**config.mk**
```make
export PLATFORM = sky130hd
export DESIGN_NAME = as_master_bpi
export DESIGN_NICKNAME = d
export VERILOG_FILES = /design/src/rtl/as_master_bpi.sv
export SDC_FILE = /design/constraint.sdc
export NUM_CORES = 1
export LEC_CHECK = 0
export ABC_AREA = 1
export BUFFER_PORTS_ARGS = -buffer_cell sky130_fd_sc_hd__buf_2
export CAP_MARGIN = 10
export CORE_AREA = 2 2 162 164
export DETAILED_ROUTE_END_ITERATION = 8
export DIE_AREA = 0 0 164 166
export SLEW_MARGIN = 20
export SYNTH_ARGS = -nofsm -noshare
export SYNTH_HDL_FRONTEND = slang
export SYNTH_SLANG_ARGS = --single-unit
```
**constraint.sdc**
```tcl
create_clock -name clk_i -period 1.3 [get_ports clk_i]
set_clock_uncertainty 0.2 [all_clocks]
set_input_delay 0.39 -clock clk_i [delete_from_list [all_inputs] [get_ports clk_i]]
set_output_delay 0.39 -clock clk_i [all_outputs]
set_load 0.01 [all_outputs]
```
**src/rtl/as_master_bpi.sv**
```systemverilog
// Wishbone classic initiator: one outstanding single read/write per client request.
// Optional bus watchdog enabled by defining AS_MBPI_TIMEOUT_EN.
module as_master_bpi #(
  parameter int addr_width     = 64,
  parameter int data_width     = 64,
  parameter int sel_width      = data_width / 8,
  parameter int timeout_cycles = 255
) (
  input  logic                  clk_i,
  input  logic                  rst_i,
  input  logic                  req_i,
  input  logic                  req_we_i,
  input  logic [addr_width-1:0] req_addr_i,
  input  logic [data_width-1:0] req_dat_i,
  input  logic [sel_width-1:0]  req_sel_i,
  output logic                  ready_o,
  output logic                  rvalid_o,
  output logic [data_width-1:0] rdat_o,
  output logic                  err_o,
  output logic                  cyc_o,
  output logic                  stb_o,
  output logic                  we_o,
  output logic [addr_width-1:0] addr_o,
  output logic [data_width-1:0] dat_o,
  output logic [sel_width-1:0]  sel_o,
  input  logic [data_width-1:0] dat_i,
  input  logic                  ack_i,
  input  logic                  err_i
);

  typedef enum logic [1:0] {S_IDLE, S_BUS, S_RESP} state_e;

  state_e                state_q, state_d;
  logic                  cyc_q, cyc_d, stb_q, stb_d, we_q, we_d;
  logic                  rvalid_q, rvalid_d, err_q, err_d;
  logic [addr_width-1:0] addr_q, addr_d;
  logic [data_width-1:0] dat_q, dat_d, rdat_q, rdat_d;
  logic [sel_width-1:0]  sel_q, sel_d;
  logic                  tmo_hit;

`ifdef AS_MBPI_TIMEOUT_EN
  localparam int TW = $clog2(timeout_cycles + 1);
  logic [TW-1:0] tmo_cnt_q, tmo_cnt_d;

  // Fires in the BUS cycle whose count would reach the limit.
  assign tmo_hit = (({1'b0, tmo_cnt_q} + (TW+1)'(1)) == (TW+1)'(timeout_cycles));

  always_comb begin
    tmo_cnt_d = tmo_cnt_q;
    if (state_q != S_BUS)
      tmo_cnt_d = '0;
    else if (!(ack_i || err_i))
      tmo_cnt_d = tmo_cnt_q + TW'(1);
  end

  always_ff @(posedge clk_i or negedge rst_i) begin
    if (!rst_i) tmo_cnt_q <= '0;
    else        tmo_cnt_q <= tmo_cnt_d;
  end
`else
  assign tmo_hit = 1'b0;
`endif

  always_comb begin
    state_d  = state_q;
    cyc_d    = cyc_q;
    stb_d    = stb_q;
    we_d     = we_q;
    addr_d   = addr_q;
    dat_d    = dat_q;
    sel_d    = sel_q;
    rdat_d   = rdat_q;
    rvalid_d = 1'b0;
    err_d    = 1'b0;
    case (state_q)
      S_IDLE, S_RESP: begin
        if (req_i) begin
          we_d    = req_we_i;
          addr_d  = req_addr_i;
          dat_d   = req_dat_i;
          sel_d   = req_sel_i;
          cyc_d   = 1'b1;
          stb_d   = 1'b1;
          state_d = S_BUS;
        end else begin
          state_d = S_IDLE;
        end
      end
      S_BUS: begin
        if (stb_q && (ack_i || err_i || tmo_hit)) begin
          cyc_d    = 1'b0;
          stb_d    = 1'b0;
          rvalid_d = 1'b1;
          // Error beats ack; an ack beats a coincident timeout.
          err_d    = err_i || (!ack_i && tmo_hit);
          if (ack_i && !err_i && !we_q)
            rdat_d = dat_i;
          state_d  = S_RESP;
        end
      end
      default: state_d = S_IDLE;
    endcase
  end

  always_ff @(posedge clk_i or negedge rst_i) begin
    if (!rst_i) begin
      state_q  <= S_IDLE;
      cyc_q    <= 1'b0;
      stb_q    <= 1'b0;
      we_q     <= 1'b0;
      addr_q   <= '0;
      dat_q    <= '0;
      sel_q    <= '0;
      rdat_q   <= '0;
      rvalid_q <= 1'b0;
      err_q    <= 1'b0;
    end else begin
      state_q  <= state_d;
      cyc_q    <= cyc_d;
      stb_q    <= stb_d;
      we_q     <= we_d;
      addr_q   <= addr_d;
      dat_q    <= dat_d;
      sel_q    <= sel_d;
      rdat_q   <= rdat_d;
      rvalid_q <= rvalid_d;
      err_q    <= err_d;
    end
  end

  assign ready_o  = (state_q != S_BUS);
  assign rvalid_o = rvalid_q;
  assign rdat_o   = rdat_q;
  assign err_o    = err_q;
  assign cyc_o    = cyc_q;
  assign stb_o    = stb_q;
  assign we_o     = we_q;
  assign addr_o   = addr_q;
  assign dat_o    = dat_q;
  assign sel_o    = sel_q;

endmodule

```
==> flow_summary.rst <==
.. list-table::
   :header-rows: 1

   * - Metric
     - Value
   * - Area share of the largest cell type after synthesis
     - 0.623
   * - Critical Path RT
     - 710 ps
   * - Synth area leader
     - sky130_fd_sc_hd__dfrtp_1
   * - Depth of the CTS H-tree
     - 1
   * - Multi-input gate area
     - 3470 µm²
   * - Count of final setup violators
     - 410
   * - P_sw
     - 15.3 mW
   * - Mapped Nets
     - 1100
   * - Warnings from Yosys
     - 0
   * - EDFF count, synth
     - 0
   * - Routed wirelength normalized by instance count
     - 21.6 µm
   * - Max_cap viols
     - 0
   * - TritonRoute pass-1 iters
     - 5
   * - Remaining number of nets flagged by the antenna check after routing
     - 0
   * - Residual DRC
     - 0
   * - Slowest cell on the critical path
     - sky130_fd_sc_hd__dfrtp_1
   * - Bufs and invs on worst path
     - 3
   * - Tcrit/Tclk final
     - 1.39
   * - Violated checks
     - negative setup slack
   * - Post-synthesis cell count
     - 894
   * - Setup repair after global routing missed its margin
     - yes
   * - Initial cell density of the core
     - 0.323
   * - Leak pwr
     - 9.40 nW
   * - Per-instance average area after synthesis
     - 9.26 µm²
   * - Number of fillers in the final layout
     - 1543
   * - Clock net sink count
     - 206
   * - Share of power burned in registers
     - 0.290
   * - Routability congestion estimate from global placement
     - 0.843
   * - Most numerous cell in the Yosys netlist
     - sky130_fd_sc_hd__nand2_1
   * - Top Family by Delay on Critical Path
     - flip-flops
   * - Die extent in x
     - 164 µm
   * - Layout cells sized above 1
     - 0.522
   * - Number of standard-cell rows in the floorplan
     - 59
   * - Worst path arrival time
     - 1220 ps
   * - Most Frequent Cell on Critical Path
     - sky130_fd_sc_hd__buf_6
   * - Fraction of registers with async set or reset after synthesis
     - 1.00
   * - Number of endpoints with negative hold slack in the final report
     - 0
   * - Global-route wire length before repair
     - 55000 µm
   * - Buffers added on ports
     - 411
   * - Worst setup path class
     - reg -> out
   * - Biggest area contributors in the synthesized netlist
     - sky130_fd_sc_hd__dfrtp_1 (62%), sky130_fd_sc_hd__nand2_1 (18%), sky130_fd_sc_hd__nand3_1 (12%), sky130_fd_sc_hd__buf_6 (2.2%), sky130_fd_sc_hd__buf_2 (1.6%)
   * - Cell area after layout
     - 18000 µm²
   * - Synth Flop Type
     - sky130_fd_sc_hd__dfrtp_1
   * - Clock transition at path regs
     - 70 ps
   * - Die height
     - 166 µm
   * - Worst stage delay on the critical path
     - 370 ps
   * - Slew @ Worst Pin
     - 361 ps
   * - Per-cell via count in the routed design
     - 5.13
   * - Largest net degree at the start of global routing
     - 64
   * - Core outline area
     - 25600 µm²
   * - Fin worst setup slack
     - -505 ps
   * - Maximum count of clock buffers along a single path
     - 3
   * - Number of global-route vias before repair
     - 10217
   * - Top-Level Pins
     - 412
   * - Register cell area after layout
     - 5150 µm²
   * - Tot GR Track Use
     - 0.256
   * - Max Freq
     - 554 MHz
   * - Area grow syn2layout
     - 118%
   * - Cell chosen for the clock root
     - sky130_fd_sc_hd__clkbuf_16
   * - Starting DRC count in detailed routing
     - 844
   * - Final period demand of the worst path
     - 1810 ps
   * - CP Max Fanout
     - 2
   * - Number of vias after detailed routing
     - 10626
   * - Total Nets Final
     - 1930
   * - Clock latency on the worst-skew pair
     - 510 ps
   * - Clock power frac
     - 0.162
   * - DRT Wirelength
     - 44700 µm
   * - Cell-internal power
     - 25.2 mW
   * - Initial antenna violation count
     - 2
   * - TritonCTS clock tree
     - yes
   * - Gr ovfl total
     - 0
   * - Clock buffer count from CTS
     - 23
   * - Number of distinct library cell variants in the gate-level netlist after synthesis
     - 22
   * - Die footprint
     - 27200 µm²
   * - Crit path cell chain
     - inv_2 > nand2_4 > buf_6 > buf_6
   * - Proportion of power drawn by combinational gates
     - 0.549
   * - Slew Viols, Final
     - 0
   * - Switching Share
     - 0.378
   * - Worst supply voltage drop on vdd
     - 1420 µV
   * - Commonest cells post-synth
     - sky130_fd_sc_hd__nand2_1 (404), sky130_fd_sc_hd__dfrtp_1 (206), sky130_fd_sc_hd__nand3_1 (191)
   * - Design Power
     - 40.5 mW
   * - Post-DP HPWL
     - 19200 µm
   * - Flip-flop and latch count after synthesis
     - 206
   * - Cell area after technology mapping
     - 8280 µm²
   * - Endpoint type of the worst setup path
     - primary output
   * - Sequential fraction of the synthesis area
     - 0.623
   * - Hold Crit Class
     - in -> async
   * - Status
     - complete, but fails checks
   * - Cell area power density
     - 2250 nW/µm²
   * - Post-detailed-placement cell area
     - 11200 µm²
   * - Kind of start point of the critical path
     - flop
   * - Relative slew slack
     - 0.759
[power by group through the flow]
stage               logic [mW]  clock network, mW  registers (mW)
detailed placement        11.1                  0            11.0
floorplan                 4.10                  0            12.3
finish                    22.2               6.54            11.7
CTS                       16.0               6.55            11.1
global placement          10.9                  0            11.0
global route              23.4               6.91            11.9
[cell families (layout without fill, tap and decap cells)]
logic type,count (synthesis),after routing,synth area share
AOI/OAI and AO/OA,3,3,0.00227
buffers and inverters,71,912,0.0559
DFF,206,206,0.623
other,0,2,0
and+or+nand+nor,614,615,0.319
[state kept, by name, summed over array words and instances (netlist names)]
register	count
sel_o	8
state_q	2
addr_o	64
err_o	1
we_o	1
stb_o	1
rdat_o	64
dat_o	64
rvalid_o	1
[layout by cell type, fill, tap and decap left out, types with 5 or more instances in the layout]
master	n
sky130_fd_sc_hd__buf_16	18
sky130_fd_sc_hd__nand2_2	106
sky130_fd_sc_hd__buf_4	134
sky130_fd_sc_hd__dlygate4sd3_1	203
sky130_fd_sc_hd__nand3_1	156
sky130_fd_sc_hd__clkinv_2	5
sky130_fd_sc_hd__buf_12	47
sky130_fd_sc_hd__nand3_4	5
sky130_fd_sc_hd__nand2_1	259
sky130_fd_sc_hd__nand2_4	39
sky130_fd_sc_hd__buf_6	129
sky130_fd_sc_hd__nand3_2	41
sky130_fd_sc_hd__buf_8	6
sky130_fd_sc_hd__clkbuf_16	45
sky130_fd_sc_hd__dfrtp_1	206
sky130_fd_sc_hd__buf_2	308
[routing by layer]
metal,global-route usage,up-vias,wire [µm]
met5,0,-,14
met4,0.117,2,3060
met3,0.0574,218,4350
met2,0.456,758,22300
met1,0.288,5105,15000
li1,-,4543,-
[stage by stage]
| step | cells | util | hold WS, ps | setup WS [ps] | setup TNS, ps |
|---|---|---|---|---|---|
| after global routing | 2072 | 0.703 | 86.3 | -544 | -147760 |
| after global placement | 1637 | 0.438 | 39.6 | -307 | -23300 |
| after CTS | 1959 | 0.620 | 63.7 | -526 | -118830 |
| final | 2073 | 0.703 | 95.3 | -505 | -130550 |
| after detailed placement | 1637 | 0.438 | 33.3 | -328 | -28090 |
| after floorplan | 894 | - | -106 | -21.9 | -1060 |
[repair_timing]
item	CTS	global route
endpoints found under the hold margin	408	0
hold buffers	203	0
setup buffers	56	96
setup endpoints to repair	409	410
pin swaps	6	38
gates cloned	27	29
gates resized for setup	147	265
[final cells by class]
cell class,count,area share
diodes,2,0.000278
repair buffers,870,0.455
clock inverters,11,0.00660
inverters,5,0.00243
well taps,335,0.0233
flip-flops and latches,206,0.286
multi-input cells,618,0.193
clock buffers,26,0.0337
[final timing paths]
kind / from / to / slack [ps] / depth (start not counted)
max: state_q[1]$_DFFE_PN0P_ / ready_o / -510 / 4
min: rst_i / rdat_o[35]$_DFFE_PN0P_ / 100 / 2
max reg2reg: state_q[0]$_DFFE_PN0P_ / addr_o[2]$_DFFE_PN0P_ / -440 / 8
min reg2reg: addr_o[37]$_DFFE_PN0P_ / addr_o[37]$_DFFE_PN0P_ / 270 / 2
max in group asynchronous: rst_i / dat_o[44]$_DFFE_PN0P_ / 220 / 4
min in group clk_i: req_i / addr_o[43]$_DFFE_PN0P_ / 180 / 4
Note: power is estimated with default switching activity, not from simulation.
